**src/rtl/sal_cmd_sched_if.sv**
```systemverilog
//------------------------------------------------------------------------------
// Module  : sal_cmd_sched_if
// Brief   : Bank-controller request/grant bundle and DDR2 command bus of the
//           rank-level command scheduler.
// Revision: 1.0 - initial release
//------------------------------------------------------------------------------
`default_nettype none

interface sal_cmd_sched_if #(
  parameter int NUM_BANKS = 8,
  parameter int RA_WIDTH  = 14,
  parameter int CA_WIDTH  = 10,
  parameter int TW        = 4
);
  localparam int BA_WIDTH = $clog2(NUM_BANKS);

  logic [NUM_BANKS-1:0]          act_req_i;
  logic [NUM_BANKS-1:0]          rd_req_i;
  logic [NUM_BANKS-1:0]          wr_req_i;
  logic [NUM_BANKS-1:0]          pre_req_i;
  logic [NUM_BANKS-1:0]          ref_req_i;
  logic [NUM_BANKS*RA_WIDTH-1:0] ra_i;
  logic [NUM_BANKS*CA_WIDTH-1:0] ca_i;
  logic [TW-1:0]                 t_rrd_i;
  logic [TW-1:0]                 t_ccd_i;
  logic [TW-1:0]                 t_wtr_i;
  logic [TW-1:0]                 t_rtw_i;
  logic [NUM_BANKS-1:0]          act_gnt_o;
  logic [NUM_BANKS-1:0]          rd_gnt_o;
  logic [NUM_BANKS-1:0]          wr_gnt_o;
  logic [NUM_BANKS-1:0]          pre_gnt_o;
  logic [NUM_BANKS-1:0]          ref_gnt_o;
  logic                          cs_n_o;
  logic                          ras_n_o;
  logic                          cas_n_o;
  logic                          we_n_o;
  logic [BA_WIDTH-1:0]           ba_o;
  logic [RA_WIDTH-1:0]           addr_o;

  modport master (
    output act_req_i, rd_req_i, wr_req_i, pre_req_i, ref_req_i, ra_i, ca_i,
    output t_rrd_i, t_ccd_i, t_wtr_i, t_rtw_i,
    input  act_gnt_o, rd_gnt_o, wr_gnt_o, pre_gnt_o, ref_gnt_o,
    input  cs_n_o, ras_n_o, cas_n_o, we_n_o, ba_o, addr_o
  );

  modport slave (
    input  act_req_i, rd_req_i, wr_req_i, pre_req_i, ref_req_i, ra_i, ca_i,
    input  t_rrd_i, t_ccd_i, t_wtr_i, t_rtw_i,
    output act_gnt_o, rd_gnt_o, wr_gnt_o, pre_gnt_o, ref_gnt_o,
    output cs_n_o, ras_n_o, cas_n_o, we_n_o, ba_o, addr_o
  );
endinterface

`default_nettype wire

```
**src/rtl/sal_cmd_sched.sv**
```systemverilog
//------------------------------------------------------------------------------
// Module  : sal_cmd_sched
// Brief   : Rank-level DDR2 command scheduler: one zero-latency grant per cycle
//           with inter-bank spacing and a registered command bus.
// Revision: 1.0 - initial release
//------------------------------------------------------------------------------
`default_nettype none

module sal_cmd_sched #(
  parameter int NUM_BANKS = 8,
  parameter int RA_WIDTH  = 14,
  parameter int CA_WIDTH  = 10,
  parameter int TW        = 4
) (
  input  wire logic         clk,
  input  wire logic         rst_n,
  sal_cmd_sched_if.slave    bus
);
  localparam int BA_WIDTH = $clog2(NUM_BANKS);

  localparam logic [2:0] c_CLS_NONE = 3'd0;
  localparam logic [2:0] c_CLS_REF  = 3'd1;
  localparam logic [2:0] c_CLS_RD   = 3'd2;
  localparam logic [2:0] c_CLS_WR   = 3'd3;
  localparam logic [2:0] c_CLS_PRE  = 3'd4;
  localparam logic [2:0] c_CLS_ACT  = 3'd5;

  logic [TW-1:0]        r_rrd_cnt, r_ccd_cnt, r_wtr_cnt, r_rtw_cnt;
  logic [BA_WIDTH-1:0]  r_rr;
  logic                 w_act_ok, w_rd_ok, w_wr_ok;
  logic [NUM_BANKS-1:0] w_col_vec, w_act_vec, w_vec, w_onehot;
  logic [2:0]           w_cls;
  logic [BA_WIDTH-1:0]  w_bank;
  logic [RA_WIDTH-1:0]  w_col_addr;

  // First set bit of v scanning upward from ptr, wrapping at NUM_BANKS.
  function automatic logic [BA_WIDTH-1:0] f_rr_pick(input logic [NUM_BANKS-1:0] v,
                                                    input logic [BA_WIDTH-1:0]  ptr);
    logic [BA_WIDTH-1:0] pick;
    logic [BA_WIDTH-1:0] idx;
    pick = '0;
    for (int i = NUM_BANKS - 1; i >= 0; i--) begin
      idx = BA_WIDTH'((32'(ptr) + 32'(i)) % NUM_BANKS);
      if (v[idx]) pick = idx;
    end
    return pick;
  endfunction

  function automatic logic [TW-1:0] f_load(input logic [TW-1:0] t);
    return (t == '0) ? '0 : t - TW'(1);
  endfunction

  function automatic logic [TW-1:0] f_dec(input logic [TW-1:0] c);
    return (c == '0) ? '0 : c - TW'(1);
  endfunction

  assign w_act_ok  = (r_rrd_cnt == '0);
  assign w_rd_ok   = (r_ccd_cnt == '0) && (r_wtr_cnt == '0);
  assign w_wr_ok   = (r_ccd_cnt == '0) && (r_rtw_cnt == '0);
  assign w_col_vec = (bus.rd_req_i & {NUM_BANKS{w_rd_ok}}) | (bus.wr_req_i & {NUM_BANKS{w_wr_ok}});
  assign w_act_vec = bus.act_req_i & {NUM_BANKS{w_act_ok}};

  always_comb begin
    w_cls = c_CLS_NONE;
    w_vec = '0;
    if (rst_n) begin
      if (|bus.ref_req_i) begin
        w_cls = c_CLS_REF;
        w_vec = bus.ref_req_i;
      end else if (|w_col_vec) begin
        w_cls = c_CLS_RD;
        w_vec = w_col_vec;
      end else if (|bus.pre_req_i) begin
        w_cls = c_CLS_PRE;
        w_vec = bus.pre_req_i;
      end else if (|w_act_vec) begin
        w_cls = c_CLS_ACT;
        w_vec = w_act_vec;
      end
    end
    w_bank = f_rr_pick(w_vec, r_rr);
    // RD and WR share one arbitration; the picked bank's own request decides which.
    if (w_cls == c_CLS_RD && !bus.rd_req_i[w_bank]) w_cls = c_CLS_WR;
    w_onehot = (w_cls == c_CLS_NONE) ? '0 : ({{(NUM_BANKS-1){1'b0}}, 1'b1} << w_bank);
  end

  assign bus.ref_gnt_o = (w_cls == c_CLS_REF) ? w_onehot : '0;
  assign bus.rd_gnt_o  = (w_cls == c_CLS_RD)  ? w_onehot : '0;
  assign bus.wr_gnt_o  = (w_cls == c_CLS_WR)  ? w_onehot : '0;
  assign bus.pre_gnt_o = (w_cls == c_CLS_PRE) ? w_onehot : '0;
  assign bus.act_gnt_o = (w_cls == c_CLS_ACT) ? w_onehot : '0;

  always_comb begin
    w_col_addr = '0;
    w_col_addr[CA_WIDTH-1:0] = bus.ca_i[int'(w_bank)*CA_WIDTH +: CA_WIDTH];
    w_col_addr[10] = 1'b0;
  end

  always_ff @(posedge clk) begin
    if (!rst_n) begin
      r_rrd_cnt   <= '0;
      r_ccd_cnt   <= '0;
      r_wtr_cnt   <= '0;
      r_rtw_cnt   <= '0;
      r_rr        <= '0;
      bus.cs_n_o  <= 1'b1;
      bus.ras_n_o <= 1'b1;
      bus.cas_n_o <= 1'b1;
      bus.we_n_o  <= 1'b1;
      bus.ba_o    <= '0;
      bus.addr_o  <= '0;
    end else begin
      r_rrd_cnt <= (w_cls == c_CLS_ACT) ? f_load(bus.t_rrd_i) : f_dec(r_rrd_cnt);
      r_ccd_cnt <= (w_cls == c_CLS_RD || w_cls == c_CLS_WR) ? f_load(bus.t_ccd_i) : f_dec(r_ccd_cnt);
      r_wtr_cnt <= (w_cls == c_CLS_WR) ? f_load(bus.t_wtr_i) : f_dec(r_wtr_cnt);
      r_rtw_cnt <= (w_cls == c_CLS_RD) ? f_load(bus.t_rtw_i) : f_dec(r_rtw_cnt);
      if (w_cls != c_CLS_NONE) begin
        r_rr     <= BA_WIDTH'((32'(w_bank) + 32'd1) % NUM_BANKS);
        bus.ba_o <= w_bank;
      end
      case (w_cls)
        c_CLS_ACT: begin
          {bus.cs_n_o, bus.ras_n_o, bus.cas_n_o, bus.we_n_o} <= 4'b0011;
          bus.addr_o <= bus.ra_i[int'(w_bank)*RA_WIDTH +: RA_WIDTH];
        end
        c_CLS_RD: begin
          {bus.cs_n_o, bus.ras_n_o, bus.cas_n_o, bus.we_n_o} <= 4'b0101;
          bus.addr_o <= w_col_addr;
        end
        c_CLS_WR: begin
          {bus.cs_n_o, bus.ras_n_o, bus.cas_n_o, bus.we_n_o} <= 4'b0100;
          bus.addr_o <= w_col_addr;
        end
        c_CLS_PRE: begin
          {bus.cs_n_o, bus.ras_n_o, bus.cas_n_o, bus.we_n_o} <= 4'b0010;
          bus.addr_o <= '0;
        end
        c_CLS_REF: begin
          {bus.cs_n_o, bus.ras_n_o, bus.cas_n_o, bus.we_n_o} <= 4'b0001;
          bus.addr_o <= '0;
        end
        default: {bus.cs_n_o, bus.ras_n_o, bus.cas_n_o, bus.we_n_o} <= 4'b1111;
      endcase
    end
  end
endmodule

`default_nettype wire
```
**src/flat_wrapper.sv**
```systemverilog
// flat-port wrapper written by rule: the top's interface ports become plain ports
module sal_cmd_sched_flat 
#(
  parameter int NUM_BANKS = 8,
  parameter int RA_WIDTH  = 14,
  parameter int CA_WIDTH  = 10,
  parameter int TW        = 4
)
  (clk, rst_n, bus_act_req_i, bus_rd_req_i, bus_wr_req_i, bus_pre_req_i, bus_ref_req_i, bus_ra_i, bus_ca_i, bus_t_rrd_i, bus_t_ccd_i, bus_t_wtr_i, bus_t_rtw_i, bus_act_gnt_o, bus_rd_gnt_o, bus_wr_gnt_o, bus_pre_gnt_o, bus_ref_gnt_o, bus_cs_n_o, bus_ras_n_o, bus_cas_n_o, bus_we_n_o, bus_ba_o, bus_addr_o);
  sal_cmd_sched_if #(.NUM_BANKS(NUM_BANKS), .RA_WIDTH(RA_WIDTH), .CA_WIDTH(CA_WIDTH), .TW(TW)) bus_i ();
  input  wire logic clk;
  input  wire logic rst_n;
  input wire logic [$bits(bus_i.act_req_i)-1:0] bus_act_req_i;
  input wire logic [$bits(bus_i.rd_req_i)-1:0] bus_rd_req_i;
  input wire logic [$bits(bus_i.wr_req_i)-1:0] bus_wr_req_i;
  input wire logic [$bits(bus_i.pre_req_i)-1:0] bus_pre_req_i;
  input wire logic [$bits(bus_i.ref_req_i)-1:0] bus_ref_req_i;
  input wire logic [$bits(bus_i.ra_i)-1:0] bus_ra_i;
  input wire logic [$bits(bus_i.ca_i)-1:0] bus_ca_i;
  input wire logic [$bits(bus_i.t_rrd_i)-1:0] bus_t_rrd_i;
  input wire logic [$bits(bus_i.t_ccd_i)-1:0] bus_t_ccd_i;
  input wire logic [$bits(bus_i.t_wtr_i)-1:0] bus_t_wtr_i;
  input wire logic [$bits(bus_i.t_rtw_i)-1:0] bus_t_rtw_i;
  output wire logic [$bits(bus_i.act_gnt_o)-1:0] bus_act_gnt_o;
  output wire logic [$bits(bus_i.rd_gnt_o)-1:0] bus_rd_gnt_o;
  output wire logic [$bits(bus_i.wr_gnt_o)-1:0] bus_wr_gnt_o;
  output wire logic [$bits(bus_i.pre_gnt_o)-1:0] bus_pre_gnt_o;
  output wire logic [$bits(bus_i.ref_gnt_o)-1:0] bus_ref_gnt_o;
  output wire logic [$bits(bus_i.cs_n_o)-1:0] bus_cs_n_o;
  output wire logic [$bits(bus_i.ras_n_o)-1:0] bus_ras_n_o;
  output wire logic [$bits(bus_i.cas_n_o)-1:0] bus_cas_n_o;
  output wire logic [$bits(bus_i.we_n_o)-1:0] bus_we_n_o;
  output wire logic [$bits(bus_i.ba_o)-1:0] bus_ba_o;
  output wire logic [$bits(bus_i.addr_o)-1:0] bus_addr_o;
  assign bus_i.act_req_i = bus_act_req_i;
  assign bus_i.rd_req_i = bus_rd_req_i;
  assign bus_i.wr_req_i = bus_wr_req_i;
  assign bus_i.pre_req_i = bus_pre_req_i;
  assign bus_i.ref_req_i = bus_ref_req_i;
  assign bus_i.ra_i = bus_ra_i;
  assign bus_i.ca_i = bus_ca_i;
  assign bus_i.t_rrd_i = bus_t_rrd_i;
  assign bus_i.t_ccd_i = bus_t_ccd_i;
  assign bus_i.t_wtr_i = bus_t_wtr_i;
  assign bus_i.t_rtw_i = bus_t_rtw_i;
  assign bus_act_gnt_o = bus_i.act_gnt_o;
  assign bus_rd_gnt_o = bus_i.rd_gnt_o;
  assign bus_wr_gnt_o = bus_i.wr_gnt_o;
  assign bus_pre_gnt_o = bus_i.pre_gnt_o;
  assign bus_ref_gnt_o = bus_i.ref_gnt_o;
  assign bus_cs_n_o = bus_i.cs_n_o;
  assign bus_ras_n_o = bus_i.ras_n_o;
  assign bus_cas_n_o = bus_i.cas_n_o;
  assign bus_we_n_o = bus_i.we_n_o;
  assign bus_ba_o = bus_i.ba_o;
  assign bus_addr_o = bus_i.addr_o;
  sal_cmd_sched #(.NUM_BANKS(NUM_BANKS), .RA_WIDTH(RA_WIDTH), .CA_WIDTH(CA_WIDTH), .TW(TW)) u_core (.clk(clk), .rst_n(rst_n), .bus(bus_i));
endmodule
```
**config.mk**
```make
export PLATFORM = sky130hd
export DESIGN_NAME = sal_cmd_sched_flat
export DESIGN_NICKNAME = d
export VERILOG_FILES = /design/src/rtl/sal_cmd_sched_if.sv /design/src/rtl/sal_cmd_sched.sv /design/src/flat_wrapper.sv
export SDC_FILE = /design/constraint.sdc
export NUM_CORES = 1
export LEC_CHECK = 0
export ABC_AREA = 1
export ABC_CLOCK_PERIOD_IN_PS = 12710
export CAP_MARGIN = 5
export CELL_PAD_IN_SITES_DETAIL_PLACEMENT = 1
export CELL_PAD_IN_SITES_GLOBAL_PLACEMENT = 2
export CORE_AREA = 2 2 173 175
export CTS_BUF_LIST = sky130_fd_sc_hd__clkbuf_4 sky130_fd_sc_hd__clkbuf_8 sky130_fd_sc_hd__clkbuf_16
export CTS_CLUSTER_DIAMETER = 30
export DETAILED_ROUTE_END_ITERATION = 12
export DIE_AREA = 0 0 175 177
export GPL_TIMING_DRIVEN = 0
export PLACE_DENSITY = 0.95
export REMOVE_ABC_BUFFERS = 1
export SETUP_SLACK_MARGIN = 0.4
export SYNTH_ARGS = -nofsm -noshare
export SYNTH_HDL_FRONTEND = slang
export SYNTH_SLANG_ARGS = --single-unit
```
**constraint.sdc**
```tcl
create_clock -name clk -period 12.71 [get_ports clk]
set_input_delay 2.542 -clock clk [delete_from_list [all_inputs] [get_ports clk]]
set_output_delay 2.542 -clock clk [all_outputs]
set_load 0.05 [all_outputs]
```
Yosys cells after proc, flatten, opt, wreduce, memory -nomap -nowiden
Cells that the tools add are included.
- flip-flop bits (word level): 40
- word-level logic and storage cells: 137
- $add $sub $neg: 16
- multiply operators: 2
- magnitude comparators: 9
- eq/ne operators: 6
- shift-type cells: 3
- multiplexer cells: 60
- bitwise logic cells: 4
- reductions and logical operators: 26
- operators by type and width (cell ; number):
    $shiftx 112x32->14 ; 1
    $mux 8 ; 11
    $shiftx 80x32->10 ; 1
    $mux 4 ; 12
    $mux 3 ; 14
    $pmux 14 s3 ; 1
    $lt 3x4->1 const B ; 9
    $logic_not 4->1 ; 8
    $reduce_or 8->1 ; 4
    $sub 4x1->4 const B ; 8
    $bmux 1 s3 ; 9
    $and 8x8->8 ; 3
    $mux 1 ; 13
    $add 3x3->3 const B ; 4
    $mul 3x3->6 const B ; 2
    $eq 3x2->1 const B ; 3
    $or 8x8->8 ; 1
    $shl 1x3->8 const A ; 1
    $add 3x1->3 const B ; 2
    $add 3x2->3 const B ; 2
    $eq 3x3->1 const B ; 2
    $reduce_bool 3->1 ; 2
    $reduce_or 2->1 ; 3
    $reduce_or 3->1 ; 2
    6 further kinds ; 8

Longest topological paths before layout
- word-level depth: 26
- mapped depth: 33
- mapped depth without buffers: 32

Least setup slack after synthesis
OpenSTA, ideal clock, no wires.
- kind: in2out
- start point: input port bus_pre_req_i[5]
- end point: output port bus_wr_gnt_o[3]
- data arrival time: 6.128 ns
- path slack: 4.040 ns
- stages: 28
- buffers on the path: 2
- cells stage by stage: nor2_1 nand2_1 nor2_2 inv_1 a21oi_1 o21bai_1 nand2_1 nand2_1 nand2_1 nand3_1 nand3_1 nand3_2 nand2_2 inv_2 nand2_1 nand2_1 nand2_1 nand2_1 nand2_1 nand2_1 nand2_2 nand2_4 buf_4 buf_2 ha_1 ha_1 inv_1 nor3_1
- cells in the longest elaborated chain, start to end: 23
- elaborated cells between the ends (all ways): 44
- those cells by class: eq/ne: 2; shift: 1; mux: 37; reduce/logical: 4
- RTL lines (what ; line ; RTL):
    start: declaration ; flat_wrapper.sv:16 ; input wire logic [$bits(bus_i.pre_req_i)-1:0] bus_pre_req_i;
    $reduce_or 8->1 ; sal_cmd_sched.sv:73 ; end else if (|bus.pre_req_i) begin
    $mux 8 (*) ; sal_cmd_sched.sv:73 ;
    $mux 8 (*) ; sal_cmd_sched.sv:70 ; end else if (|w_col_vec) begin
    $mux 8 (*) ; sal_cmd_sched.sv:67 ; if (|bus.ref_req_i) begin
    $mux 8 (*) ; sal_cmd_sched.sv:66 ; if (rst_n) begin
    $bmux 1 s3 ; sal_cmd_sched.sv:44 ; if (v[idx]) pick = idx;
    $mux 1 (not written as such) ; sal_cmd_sched.sv:44 ;
    $mux 3 (7 in a row) ; sal_cmd_sched.sv:44 ;
    [... 1 more ...] ; - ;
    via u_core.w_bank[0] ; sal_cmd_sched.sv:33 ; logic [BA_WIDTH-1:0] w_bank;
    $bmux 1 s3 ; sal_cmd_sched.sv:83 ; if (w_cls == c_CLS_RD && !bus.rd_req_i[w_bank]) w_cls = c_CLS_WR;
    $mux 1 (not written as such) ; sal_cmd_sched.sv:83 ;
    $logic_not 1->1 ; sal_cmd_sched.sv:83 ;
    $logic_and 1x1->1 ; sal_cmd_sched.sv:83 ;
    $mux 3 ; sal_cmd_sched.sv:83 ;
    $logic_not 3->1 ; sal_cmd_sched.sv:84 ; w_onehot = (w_cls == c_CLS_NONE) ? '0 : ({{(NUM_BANKS-1){1'b0}}, 1'b1} << w_bank);
    $mux 8 ; sal_cmd_sched.sv:84 ;
    $mux 8 (*) ; sal_cmd_sched.sv:89 ; assign bus.wr_gnt_o = (w_cls == c_CLS_WR) ? w_onehot : '0;
    end: declaration ; flat_wrapper.sv:26 ; output wire logic [$bits(bus_i.wr_gnt_o)-1:0] bus_wr_gnt_o;
The timed path passes the listed nets; every way through them passes the cells marked *. The select of a mux whose other input is x is not followed.

Worst setup path in the final report
- start point: input port rst_n
- end point: output port bus_rd_gnt_o[6]
- cells in the longest elaborated chain, start to end: 19
- elaborated cells between the ends (all ways): 37
- those cells by class: eq/ne: 2; shift: 1; mux: 31; reduce/logical: 3
- RTL lines (what ; line ; RTL):
    start: declaration ; flat_wrapper.sv:12 ; input wire logic rst_n;
    $mux 8 ; sal_cmd_sched.sv:66 ;
    $bmux 1 s3 ; sal_cmd_sched.sv:44 ;
    $mux 1 (not written as such) ; sal_cmd_sched.sv:44 ;
    $mux 3 (8 in a row) ; sal_cmd_sched.sv:44 ;
    $bmux 1 s3 ; sal_cmd_sched.sv:83 ;
    $mux 1 (not written as such) ; sal_cmd_sched.sv:83 ;
    $logic_not 1->1 ; sal_cmd_sched.sv:83 ;
    $logic_and 1x1->1 ; sal_cmd_sched.sv:83 ;
    $mux 3 ; sal_cmd_sched.sv:83 ;
    $logic_not 3->1 ; sal_cmd_sched.sv:84 ;
    $mux 8 ; sal_cmd_sched.sv:84 ;
    $mux 8 (*) ; sal_cmd_sched.sv:88 ; assign bus.rd_gnt_o = (w_cls == c_CLS_RD) ? w_onehot : '0;
    end: declaration ; flat_wrapper.sv:25 ; output wire logic [$bits(bus_i.rd_gnt_o)-1:0] bus_rd_gnt_o;
Every way passes the cells marked *; elsewhere a longest branch is shown, timed or not. The select of a mux whose other input is x is not followed.

==> flow_summary_export.csv <==
group,metric,value,unit
setup_path,critPathMaxStageDelay,1.14,ns
yosys,yosys_register_bits,40,
setup_path,worst-setup-path-type,"in -> out",
sta,relSlewSlack,21.2,%
clocking,clk_pin_slew,0.06,ns
floorplan,top_level_ports,311,
power,ir_drop,278,uV
drt,wl_per_cell,17.6,um
setup_path,cp.arrival,9.19,ns
power,p_leak,3.60,nW
clocking,cts_buffer_depth,2,
final_layout,nNetsFinal,1501,
sta,drv_slew,0,
setup_path,startpoint_type,"input port",
yosys,syn_area_per_cell,5.33,um2
floorplan,std_cell_rows,63,
floorplan,core,29200,um2
sta,worstMarginPinSlew,1.18,ns
final_layout,final_area,8750,um2
grt,grt_pass1_vias,7523,
status,outcome,"complete, no violations",
sta,period_needed,11.73,ns
place,io_buffer_count,310,
place,place_area,8580,um2
final_layout,syn_to_final_growth,68.8,%
power,swShare,63.5,%
power,power.density,265,nW/um2
sta,fmaxAchievable,85.2,MHz
setup_path,crit_fanout,29,
drt,drt_iter0_markers,349,
drt,viasPerCell,4.59,
floorplan,dieHeight,177,um
yosys,seq_area_frac_synth,15.5,%
drt,dr.pass1.iters,5,
power,p_clk_share,5.6,%
run,cap_violations,0,
power,p_int,0.000846,W
yosys,synth_top_cell_by_area,"nand2_1",
place,dp_hpwl,22300,um
place,place_inst,1625,
final_layout,finalNonFillerCells,1633,
grt,grt_use_total,18.0,%
sta,fin_setup_tns,0,ns
yosys,synth_commonest_cells,"nand2_1 (277), nand3_1 (192), nor2_1 (143), inv_1 (67), a21oi_1 (50)",
floorplan,die_width,175,um
clocking,tritoncts_num_sinks,40,
final_layout,diodes,0,
sta,fin_crit_sh,92.3,%
drt,postRouteAntennaNets,0,
sta,hold_viol,0,
sta,clock_skew,0.00470,ns
final_layout,drive_above_1_share,4.59,%
clocking,cts_setup_buffers,0,
yosys,async_flop_share,0,%
grt,gr-total-overflow,0,
drt,vias,7491,
clocking,cts.hold.buffers_added,0,
yosys,synth_area_leaders,"nand2_1 (20%), nand3_1 (19%), dfxtp_1 (15%), nor2_1 (10%), inv_1 (4.9%)",
drt,wl,28700,um
clocking,cts_root_buf,"clkbuf_16",
grt,grt_max_degree,124,
power,switching_power,0.00147,W
clocking,cts-htree-levels,2,
yosys,yosysWarnings,0,
yosys,synth.distinct_cells,42,
setup_path,cp_cell_sequence,"clkdlybuf4s50_1, clkinv_1, nor2_1, nand3_1, nand3_1, nand3_2, nand2_2, inv_2, nand3_1, nand2_1, nand2_1, nand2_1, nand2_1, nand2_1, a21oi_4, nand3_1, nand3_1, nand4_2, nor2_1, clkdlybuf4s50_1",
yosys,synth_edf_count,0,
grt,grt_pass1_wl,43000,um
floorplan,start_util,17.7,%
power,pwr-share-comb,87.6,%
clocking,cts_made_buffers,5,
drt,drc_errors,0,
place,place_congestion,0.877,
power,power_frac_seq,6.7,%
yosys,syn_inst,972,
clocking,cts_tree,"yes",
clocking,cts.repair.resized,0,
setup_path,end_kind,"output pin",
grt,antenna_found_initial,0,
yosys,synth.most_common_cell,"nand2_1",
sta,rsz0062_at_grt,"false",
yosys,synth_top_area_share,20.1,%
setup_path,crit_slowest_cell,"clkdlybuf4s50_1",
floorplan,die_area,31000,um2
sta,setup_viol,0,
yosys,synth_area,5180,um2
worst_hold_path,hold_path.class,"reg -> reg",
setup_path,required,10.17,ns
yosys,synth_ff_type,"dfxtp_1",
clocking,insertion_delay,0.29,ns
[cells in the final DEF, fill, tap and decap left out, drive strengths merged, types with 4 or more instances in the layout]
cell / netlist / final
a21oi: 51 / 51
a31oi: 4 / 4
buf: 35 / 5
clkbuf: 16 / 5
clkdlybuf4s50: 0 / 310
clkinv: 5 / 6
dfxtp: 40 / 40
ha: 8 / 8
inv: 72 / 72
nand2: 291 / 291
nand3: 198 / 198
nor2: 152 / 152
nor3: 7 / 7
o211ai: 21 / 21
o21ai: 47 / 47
or2: 4 / 4
[metrics by stage]
step                      setup slack (ns)  hold slack [ns]  power, W  utilization (%)
after floorplan                       3.57            0.446   0.00149                -
final                                0.976            0.472   0.00232             29.9
after global placement             -0.0728            0.452   0.00213             29.0
after detailed placement             0.556            0.460   0.00219             29.4
after CTS                            0.540            0.473   0.00233             29.8
after global routing                 0.481            0.498   0.00258             29.9
[power by group through the flow]
| stage | Clock, W | Sequential, W | Combinational [W] |
|---|---|---|---|
| finish | 0.000131 | 0.000156 | 0.00203 |
| global route | 0.000143 | 0.000159 | 0.00228 |
| CTS | 0.000138 | 0.000156 | 0.00204 |
| detailed placement | 0 | 0.000159 | 0.00203 |
| global placement | 0 | 0.000157 | 0.00198 |
| floorplan | 0 | 0.000174 | 0.00132 |
[cell type report]
cell class	instances	area, um2
Tap cell	390	488
Multi-Input combinational cell	804	3820
Fill cell	3723	20500
Timing Repair Buffer	315	3210
Clock buffer	5	125
Clock inverter	2	12.5
Inverter	77	289
Sequential cell	40	801
[worst paths after layout]
kind	from	slack [ns]	cells past startpoint	to
worst max-delay path	rst_n	0.98	20	bus_rd_gnt_o[6]
worst min-delay path	u_core.bus.addr_o[10]	0.47	2	u_core.bus.addr_o[10]
worst min register to register	u_core.bus.addr_o[10]	0.47	2	u_core.bus.addr_o[10]
worst max register to register	u_core.r_rr[0]	7.82	18	u_core.r_rtw_cnt[2]
[registers in the layout (all words and copies together), names as in the netlist, 3 cells and up]
| signal | cells |
|---|---|
| u_core.r_rrd_cnt | 4 |
| u_core.r_ccd_cnt | 4 |
| u_core.r_rr | 3 |
| u_core.bus.addr_o | 14 |
| u_core.bus.ba_o | 3 |
| u_core.r_wtr_cnt | 4 |
| u_core.r_rtw_cnt | 4 |
[kinds of logic (layout without fill, tap and decap cells)]
| group | after synthesis | in the layout | share of synthesized area [%] |
|---|---|---|---|
| AND/OR/NAND/NOR | 661 | 661 | 56.3 |
| AO/OA/AOI/OAI | 131 | 131 | 14.7 |
| buffers and inverters | 128 | 399 | 10.9 |
| flip-flops | 40 | 40 | 15.5 |
| adder cells (fa/ha/maj) | 8 | 8 | 1.93 |
| XOR/XNOR | 4 | 4 | 0.676 |
[layer usage]
metal,track usage (%),up-vias,part of all wire (%)
li1,-,3724,-
met1,23.0,3541,44
met2,31.6,194,49
met3,2.32,32,4.5
met4,5.07,0,2.5
met5,0,-,0
[critical path: cells and delay by family]
family | cells | cell delay, ns
AO/OA/AOI/OAI | 1 | 0.93
buffers and inverters | 4 | 3.10
AND/OR/NAND/NOR | 15 | 2.60
(Power assumes the default switching activity.)
